### src/rtl/mipi_rx_pkg.sv
// Shared types and constants for the MIPI CSI-2 receive lane controller.
package mipi_rx_pkg;

  typedef enum logic [2:0] {
    ST_IDLE,
    ST_HUNT,
    ST_SYNC,
    ST_HEADER,
    ST_PAYLOAD,
    ST_CRC,
    ST_DONE
  } state_t;

  localparam logic [7:0]  SYNC_BYTE      = 8'hB8;
  localparam int unsigned HDR_BYTES      = 4;
  localparam int unsigned CRC_BYTES      = 2;
  localparam logic [5:0]  SHORT_ID_LIMIT = 6'h0F;

  // Data types at or below the limit carry no payload and no CRC.
  function automatic logic is_short(input logic [7:0] data_id, input logic [5:0] limit);
    return (data_id[5:0] <= limit);
  endfunction

endpackage

### src/rtl/mipi_rx_lane_ctrl_if.sv
// Byte-path bundle between lane detector/aligner and the lane controller.
interface mipi_rx_lane_ctrl_if;

  logic        lp_i;
  logic [7:0]  byte_i;
  logic        byte_valid_i;
  logic        aligner_rst_o;
  logic [7:0]  data_o;
  logic        data_valid_o;
  logic        pkt_start_o;
  logic        pkt_end_o;
  logic [7:0]  data_id_o;
  logic [15:0] word_count_o;
  logic        abort_o;
  logic        timeout_err_o;
  logic        sync_err_o;

  modport master (
    output lp_i, byte_i, byte_valid_i,
    input  aligner_rst_o, data_o, data_valid_o, pkt_start_o, pkt_end_o,
           data_id_o, word_count_o, abort_o, timeout_err_o, sync_err_o
  );

  modport slave (
    input  lp_i, byte_i, byte_valid_i,
    output aligner_rst_o, data_o, data_valid_o, pkt_start_o, pkt_end_o,
           data_id_o, word_count_o, abort_o, timeout_err_o, sync_err_o
  );

endinterface

### src/rtl/mipi_rx_hdr_capture.sv
// Four-byte packet header capture: DataID, WC low, WC high, ECC (discarded).
// done is a combinational strobe on the ECC byte; fields are registered.
module mipi_rx_hdr_capture
  import mipi_rx_pkg::*;
(
  input  logic        clk_i,
  input  logic        reset_i,
  input  logic        clr,
  input  logic        en,
  input  logic [7:0]  data,
  output logic [7:0]  data_id,
  output logic [15:0] word_count,
  output logic        done
);

  logic [1:0] cnt;
  logic [7:0] b0, b1, b2;

  // Byte counter and field registers; clr re-arms for the next header.
  always_ff @(posedge clk_i or posedge reset_i) begin
    if (reset_i) begin
      cnt <= '0;
      b0  <= '0;
      b1  <= '0;
      b2  <= '0;
    end else if (clr) begin
      cnt <= '0;
    end else if (en) begin
      case (cnt)
        2'd0:    b0 <= data;
        2'd1:    b1 <= data;
        2'd2:    b2 <= data;
        default: ;
      endcase
      cnt <= (cnt == 2'(HDR_BYTES - 1)) ? '0 : cnt + 2'd1;
    end
  end

  assign done       = en && !clr && (cnt == 2'(HDR_BYTES - 1));
  assign data_id    = b0;
  assign word_count = {b2, b1};

endmodule

### src/rtl/mipi_rx_lane_ctrl.sv
// Per-lane CSI-2 receive sequencer: aligner reset control, header parse,
// payload framing and abort handling. All outputs are registered.
// Optional HUNT watchdog: define MIPI_RX_LANE_CTRL_TIMEOUT_EN.
module mipi_rx_lane_ctrl
  import mipi_rx_pkg::*;
#(
  parameter int unsigned TIMEOUT_CYCLES = 64,
  parameter logic [5:0]  SHORT_ID_MAX   = SHORT_ID_LIMIT
) (
  input logic                clk_i,
  input logic                reset_i,
  mipi_rx_lane_ctrl_if.slave bus
);

  state_t      state, state_n;
  logic [15:0] rem, rem_n;
  logic        crc_cnt, crc_n;
  logic        align_q, align_n;
  logic [7:0]  data_q, data_n;
  logic        dv_q, dv_n;
  logic        start_q, start_n;
  logic        end_q, end_n;
  logic        abort_q, abort_n;
  logic        serr_q, serr_n;
  logic        terr_q, terr_n;
  logic [7:0]  id_q, id_n;
  logic [15:0] wc_q, wc_n;

  logic        hdr_en, hdr_clr, hdr_done;
  logic [7:0]  hdr_id;
  logic [15:0] hdr_wc;
  logic        active, framed, streaming, last_crc;

`ifdef MIPI_RX_LANE_CTRL_TIMEOUT_EN
  localparam int unsigned TW = (TIMEOUT_CYCLES > 1) ? $clog2(TIMEOUT_CYCLES) : 1;
  logic [TW-1:0] tcnt, tcnt_n;
`endif

  assign hdr_en  = bus.byte_valid_i && !bus.lp_i && (state == ST_SYNC || state == ST_HEADER);
  assign hdr_clr = !(state == ST_SYNC || state == ST_HEADER);

  mipi_rx_hdr_capture u_hdr (
    .clk_i      (clk_i),
    .reset_i    (reset_i),
    .clr        (hdr_clr),
    .en         (hdr_en),
    .data       (bus.byte_i),
    .data_id    (hdr_id),
    .word_count (hdr_wc),
    .done       (hdr_done)
  );

  assign active    = (state inside {ST_HUNT, ST_SYNC, ST_HEADER, ST_PAYLOAD, ST_CRC});
  assign streaming = (state inside {ST_SYNC, ST_HEADER, ST_PAYLOAD, ST_CRC});
  assign framed    = (state inside {ST_HEADER, ST_PAYLOAD, ST_CRC});
  assign last_crc  = (state == ST_CRC) && crc_cnt && bus.byte_valid_i;

  // Next-state and next-output logic.
  // The sync byte is checked on the edge that leaves HUNT, so SYNC is the
  // cycle after a good 0xB8 and already carries header byte 0.
  always_comb begin
    state_n = state;
    rem_n   = rem;
    crc_n   = crc_cnt;
    data_n  = data_q;
    dv_n    = 1'b0;
    start_n = 1'b0;
    end_n   = 1'b0;
    abort_n = 1'b0;
    serr_n  = 1'b0;
    terr_n  = terr_q;
    id_n    = id_q;
    wc_n    = wc_q;

    if (last_crc) begin
      end_n   = 1'b1;
      state_n = ST_DONE;
    end else if (active && (bus.lp_i || (streaming && !bus.byte_valid_i))) begin
      abort_n = framed;
      state_n = ST_IDLE;
    end else begin
      case (state)
        ST_IDLE: if (!bus.lp_i) state_n = ST_HUNT;
        ST_HUNT: begin
          if (bus.byte_valid_i) begin
            if (bus.byte_i == SYNC_BYTE) begin
              state_n = ST_SYNC;
            end else begin
              serr_n  = 1'b1;
              state_n = ST_DONE;
            end
          end
`ifdef MIPI_RX_LANE_CTRL_TIMEOUT_EN
          else if (tcnt == TW'(TIMEOUT_CYCLES - 1)) begin
            terr_n  = 1'b1;
            state_n = ST_DONE;
          end
`endif
        end
        ST_SYNC: state_n = ST_HEADER;
        ST_HEADER: begin
          if (hdr_done) begin
            start_n = 1'b1;
            id_n    = hdr_id;
            wc_n    = hdr_wc;
            if (is_short(hdr_id, SHORT_ID_MAX)) begin
              end_n   = 1'b1;
              state_n = ST_DONE;
            end else if (hdr_wc == '0) begin
              state_n = ST_CRC;
            end else begin
              rem_n   = hdr_wc;
              state_n = ST_PAYLOAD;
            end
          end
        end
        ST_PAYLOAD: begin
          data_n = bus.byte_i;
          dv_n   = 1'b1;
          if (rem != '0) rem_n = rem - 16'd1;
          if (rem <= 16'd1) state_n = ST_CRC;
        end
        ST_CRC:  crc_n = 1'b1;
        ST_DONE: if (bus.lp_i) state_n = ST_IDLE;
        default: state_n = ST_IDLE;
      endcase
    end

    if (state_n != ST_CRC) crc_n = 1'b0;
    align_n = (state_n == ST_IDLE) || (state_n == ST_DONE);

`ifdef MIPI_RX_LANE_CTRL_TIMEOUT_EN
    tcnt_n = (state == ST_HUNT && state_n == ST_HUNT) ? tcnt + TW'(1) : '0;
`endif
  end

  // State, counters and registered outputs.
  always_ff @(posedge clk_i or posedge reset_i) begin
    if (reset_i) begin
      state   <= ST_IDLE;
      rem     <= '0;
      crc_cnt <= 1'b0;
      align_q <= 1'b1;
      data_q  <= '0;
      dv_q    <= 1'b0;
      start_q <= 1'b0;
      end_q   <= 1'b0;
      abort_q <= 1'b0;
      serr_q  <= 1'b0;
      terr_q  <= 1'b0;
      id_q    <= '0;
      wc_q    <= '0;
    end else begin
      state   <= state_n;
      rem     <= rem_n;
      crc_cnt <= crc_n;
      align_q <= align_n;
      data_q  <= data_n;
      dv_q    <= dv_n;
      start_q <= start_n;
      end_q   <= end_n;
      abort_q <= abort_n;
      serr_q  <= serr_n;
      terr_q  <= terr_n;
      id_q    <= id_n;
      wc_q    <= wc_n;
    end
  end

`ifdef MIPI_RX_LANE_CTRL_TIMEOUT_EN
  // HUNT watchdog counter.
  always_ff @(posedge clk_i or posedge reset_i) begin
    if (reset_i) tcnt <= '0;
    else         tcnt <= tcnt_n;
  end
`endif

  assign bus.aligner_rst_o = align_q;
  assign bus.data_o        = data_q;
  assign bus.data_valid_o  = dv_q;
  assign bus.pkt_start_o   = start_q;
  assign bus.pkt_end_o     = end_q;
  assign bus.abort_o       = abort_q;
  assign bus.sync_err_o    = serr_q;
  assign bus.timeout_err_o = terr_q;
  assign bus.data_id_o     = id_q;
  assign bus.word_count_o  = wc_q;

endmodule

### src/flat_wrapper.sv
// flat-port wrapper written by rule: the top's interface ports become plain ports
module mipi_rx_lane_ctrl_flat import mipi_rx_pkg::*;
#(
  parameter int unsigned TIMEOUT_CYCLES = 64,
  parameter logic [5:0]  SHORT_ID_MAX   = SHORT_ID_LIMIT
)
  (clk_i, reset_i, bus_lp_i, bus_byte_i, bus_byte_valid_i, bus_aligner_rst_o, bus_data_o, bus_data_valid_o, bus_pkt_start_o, bus_pkt_end_o, bus_data_id_o, bus_word_count_o, bus_abort_o, bus_timeout_err_o, bus_sync_err_o);
  mipi_rx_lane_ctrl_if bus_i ();
  input logic clk_i;
  input logic reset_i;
  input wire logic [$bits(bus_i.lp_i)-1:0] bus_lp_i;
  input wire logic [$bits(bus_i.byte_i)-1:0] bus_byte_i;
  input wire logic [$bits(bus_i.byte_valid_i)-1:0] bus_byte_valid_i;
  output wire logic [$bits(bus_i.aligner_rst_o)-1:0] bus_aligner_rst_o;
  output wire logic [$bits(bus_i.data_o)-1:0] bus_data_o;
  output wire logic [$bits(bus_i.data_valid_o)-1:0] bus_data_valid_o;
  output wire logic [$bits(bus_i.pkt_start_o)-1:0] bus_pkt_start_o;
  output wire logic [$bits(bus_i.pkt_end_o)-1:0] bus_pkt_end_o;
  output wire logic [$bits(bus_i.data_id_o)-1:0] bus_data_id_o;
  output wire logic [$bits(bus_i.word_count_o)-1:0] bus_word_count_o;
  output wire logic [$bits(bus_i.abort_o)-1:0] bus_abort_o;
  output wire logic [$bits(bus_i.timeout_err_o)-1:0] bus_timeout_err_o;
  output wire logic [$bits(bus_i.sync_err_o)-1:0] bus_sync_err_o;
  assign bus_i.lp_i = bus_lp_i;
  assign bus_i.byte_i = bus_byte_i;
  assign bus_i.byte_valid_i = bus_byte_valid_i;
  assign bus_aligner_rst_o = bus_i.aligner_rst_o;
  assign bus_data_o = bus_i.data_o;
  assign bus_data_valid_o = bus_i.data_valid_o;
  assign bus_pkt_start_o = bus_i.pkt_start_o;
  assign bus_pkt_end_o = bus_i.pkt_end_o;
  assign bus_data_id_o = bus_i.data_id_o;
  assign bus_word_count_o = bus_i.word_count_o;
  assign bus_abort_o = bus_i.abort_o;
  assign bus_timeout_err_o = bus_i.timeout_err_o;
  assign bus_sync_err_o = bus_i.sync_err_o;
  mipi_rx_lane_ctrl #(.TIMEOUT_CYCLES(TIMEOUT_CYCLES), .SHORT_ID_MAX(SHORT_ID_MAX)) u_core (.clk_i(clk_i), .reset_i(reset_i), .bus(bus_i));
endmodule
### config.mk
export PLATFORM = sky130hd
export DESIGN_NAME = mipi_rx_lane_ctrl_flat
export DESIGN_NICKNAME = d
export VERILOG_FILES = /design/src/rtl/mipi_rx_pkg.sv /design/src/rtl/mipi_rx_lane_ctrl_if.sv /design/src/rtl/mipi_rx_hdr_capture.sv /design/src/rtl/mipi_rx_lane_ctrl.sv /design/src/flat_wrapper.sv
export SDC_FILE = /design/constraint.sdc
export NUM_CORES = 1
export LEC_CHECK = 0
export CAP_MARGIN = 20
export CELL_PAD_IN_SITES_DETAIL_PLACEMENT = 0
export CELL_PAD_IN_SITES_GLOBAL_PLACEMENT = 1
export CORE_ASPECT_RATIO = 1.1
export CORE_MARGIN = 4
export CORE_UTILIZATION = 44
export DETAILED_ROUTE_END_ITERATION = 16
export GPL_TIMING_DRIVEN = 0
export PLACE_DENSITY = 0.88
export SLEW_MARGIN = 20
export SYNTH_ARGS = -nofsm -noshare
export SYNTH_HDL_FRONTEND = slang
export SYNTH_HIERARCHICAL = 1
export SYNTH_SLANG_ARGS = --single-unit
### constraint.sdc
create_clock -name clk_i -period 3.6 [get_ports clk_i]
set_clock_uncertainty 0.15 [all_clocks]
set_input_delay 0.54 -clock clk_i [delete_from_list [all_inputs] [get_ports clk_i]]
set_output_delay 0.54 -clock clk_i [all_outputs]
set_load 0.01 [all_outputs]
==> flow_summary_export.csv <==
group,metric,value,unit
place,io_buffers,49,
detailed_routing,avgViaCountPerCell,5.55,
cells_and_area,stdcell_area,4920,µm²
cells_and_area,fin_nets,421,
place,place_ws,-0.0530,ns
logic_synthesis,syn_avg_cell_area,11.8,µm²
timing,fmax,0.301,GHz
floorplan,dieWidth,99.1,µm
place,dpl_cell_area,4670,µm²
min_path,holdPathStages,1,
setup_path,reg2reg_slack,0.38,ns
floorplan,initial_utilization,0.452,
logic_synthesis,ys_warn_count,6,
setup_path,crit_path_end_kind,"flop",
detailed_routing,drc,0,
grt,antenna_found_initial,0,
logic_synthesis,synthArstFlopShare,1.00,
grt,grt_use_total,0.189,
logic_synthesis,synth_cells,340,
timing,hold_violations,0,
cells_and_area,antennaDiodeCount,0,
detailed_routing,drt_iter0_drc,257,
timing,setup_viol,0,
grt,grt_pass1_vias,3050,
cells_and_area,drive_above_1_share,0.253,
timing,whs,0.340,ns
detailed_routing,avgRoutedWirePerCell,17.8,µm
clock_tree,post_cts_buffers,0,
floorplan,floorplan.die_area,10700,µm²
clock_tree,cts-root-buf,"clkbuf_8",
setup_path,crit_type,"in -> reg",
job,maxCapViolations,0,
logic_synthesis,synth_edf_count,0,
grt,grt_first_pass_wirelength,15.7,mm
detailed_routing,drtAntennaViolNets,0,
clock_tree,ctsLongestPathBuffers,2,
min_path,hold_class,"reg -> reg",
clock_tree,cts_resized,0,
floorplan,die_h,108,µm
detailed_routing,drt_wl_total,9.28,mm
setup_path,cp.required,3.68,ns
cells_and_area,nFillCells,766,
cells_and_area,seq_area,2100,µm²
grt,grt.overflow.total,0,
detailed_routing,vias,2891,
setup_path,r2r_cells,10,
timing,min_period,3.32,ns
power_and_ir_drop,power.total,2.89,mW
logic_synthesis,netlist_area,4010,µm²
timing,slew_violations,0,
floorplan,num_io_pins,51,
clock_tree,cts.sinks,84,
clock_tree,ctsHoldBuffers,0,
setup_path,cp.arrival,3.41,ns
cells_and_area,multiInputGateArea,1770,µm²
place,globalplace.congestion,0.842,
logic_synthesis,yosysSeqAreaShare,0.524,
power_and_ir_drop,cellPowerDensity,587,nW/µm²
floorplan,placementRows,36,
timing,finalWorstSetupSlack,0.278,ns
timing,rsz0062_at_grt,"no",
floorplan,coreArea,8870,µm²
timing,relSlewSlack,0.637,
outcome,status,"finished, final reports clean",
place,dp_hpwl,6.81,mm
clock_tree,cts_max_level,3,
timing,tightest_slew,0.544,ns
logic_synthesis,synth_cell_types,61,
clock_tree,tritoncts,"yes",
power_and_ir_drop,leakagePower,2.24,nW
logic_synthesis,synthFlopType,"dfrtp_1",
cells_and_area,area_growth,22.5,%
clock_tree,cts_buffers,9,
clock_tree,clkLatencyLatePin,0.35,ns
logic_synthesis,synthesis.nets,359,
logic_synthesis,ys_seq_elements,84,
detailed_routing,drt_pre_antenna_iters,4,
setup_path,cp_max_fo,10,
power_and_ir_drop,peakVddDrop,0.000457,V
clock_tree,clk_pin_slew,0.08,ns
timing,fin_crit_sh,0.923,
setup_path,startpoint_type,"primary input",
grt,grt_max_degree,40,
[worst max-delay path, cell delays in order]
cell and delay [ns]:
clkdlybuf4s50_1 0.49, nand2b_1 0.25, nor2_1 0.16, buf_6 0.17, and3b_1 0.20, nand2_1 0.09
or2_2 0.33, nor2_2 0.44, buf_2 0.36, mux2_2 0.37
[path summary, 6_finish.rpt]
kind	from	end
worst max-delay path	bus_lp_i	u_core/bus.data_id_o[1]$_DFFE_PP0P_
worst min register to register	u_core/bus.data_id_o[4]$_DFFE_PP0P_	u_core/bus.data_id_o[4]$_DFFE_PP0P_
min in group asynchronous	reset_i	u_core/bus.data_id_o[5]$_DFFE_PP0P_
worst min-delay path	u_core/bus.data_id_o[4]$_DFFE_PP0P_	u_core/bus.data_id_o[4]$_DFFE_PP0P_
max in group asynchronous	reset_i	u_core/bus.data_o[1]$_DFFE_PP0P_
worst max register to register	u_core/state[1]$_DFF_PP0_	u_core/bus.data_id_o[1]$_DFFE_PP0P_
[metal layers]
layer  global-route usage  wire length (µm)  vias to the layer above
met1                0.250              4100                     1443
met4               0.0829               182                        0
li1                     -                 -                     1376
met2                0.301              4610                       60
met3               0.0374               391                       12
met5                    0                 0                        -
[layout make-up]
cell class / instances / area share
Sequential cell: 84 / 0.428
Buffer: 17 / 0.0206
Timing Repair Buffer: 51 / 0.107
Clock inverter: 5 / 0.0168
Inverter: 11 / 0.00890
Tap cell: 114 / 0.0290
Clock buffer: 11 / 0.0308
Multi-Input combinational cell: 228 / 0.359
[registers in the layout (all words and copies together), names as in the netlist, 2 cells and up]
name and count:
u_core/bus.word_count_o 16, u_core/rem 16, u_core/bus.data_id_o 8, u_core/bus.data_o 8, u_core/u_hdr/b1 8, u_core/u_hdr/b2 8, u_core/u_hdr/data_id 8, u_core/state 3
u_core/u_hdr/cnt 2
[kinds of logic (layout without fill, tap and decap cells)]
kind of cell	after synthesis	count (layout)	synth area share
mux	57	57	0.160
fa+ha+maj	7	7	0.0218
other cells	1	1	0.000934
buf+inv	28	95	0.0355
xor+xnor	1	1	0.00218
compound gates	76	76	0.120
simple gates	86	86	0.136
flops	84	84	0.524
[metrics by stage]
stage | utilization | instances | TNS, ns
2_1_floorplan | - | 340 | 0
3_3_place_gp | 0.524 | 503 | -0.708
3_5_place_dp | 0.526 | 504 | -0.525
4_1_cts | 0.553 | 520 | 0
5_1_grt | 0.554 | 521 | 0
6_report | 0.554 | 521 | 0
[report_power, final]
group | total [mW] | internal [mW] | switching, mW
clock network | 0.771 | 0.431 | 0.340
registers | 1.23 | 1.10 | 0.125
logic | 0.892 | 0.406 | 0.486
total | 2.89 | 1.94 | 0.951
[synth_stat cells, types with 2 or more instances]
cell	number	area, µm²
nand3b_1	2	15.0
nand3_1	6	30.0
nor2_1	12	45.0
nor4_1	7	43.8
o21ai_0	27	135
or4_1	3	22.5
nand2b_1	5	31.3
ha_1	7	87.6
mux2_2	55	619
a21oi_1	18	90.1
nor3_1	8	40.0
nand3b_4	3	60.1
buf_2	6	30.0
a22oi_1	4	30.0
nor2_2	2	12.5
buf_6	2	22.5
nand2_1	17	63.8
and3_1	5	31.3
o2bb2ai_1	3	26.3
o21a_1	2	15.0
o22ai_1	2	12.5
or3_1	2	12.5
inv_1	11	41.3
nand4_1	3	18.8
clkbuf_1	7	26.3
or2_2	3	18.8
a21oi_2	2	17.5
dfrtp_1	83	2080
[placed cells by master, fill, tap and decap left out, drive strengths merged, types with 3 or more instances in the layout]
master	n
a21oi	20
a22oi	5
and3	5
buf	12
clkbuf	18
clkdlybuf4s50	49
dfrtp	83
ha	7
inv	12
mux2	56
nand2	17
nand2b	5
nand3	6
nand3b	5
nand4	3
nor2	14
nor3	8
nor4	8
o21ai	29
o2bb2ai	3
or2	3
or4	3
Note: power is estimated with default switching activity, not from simulation.
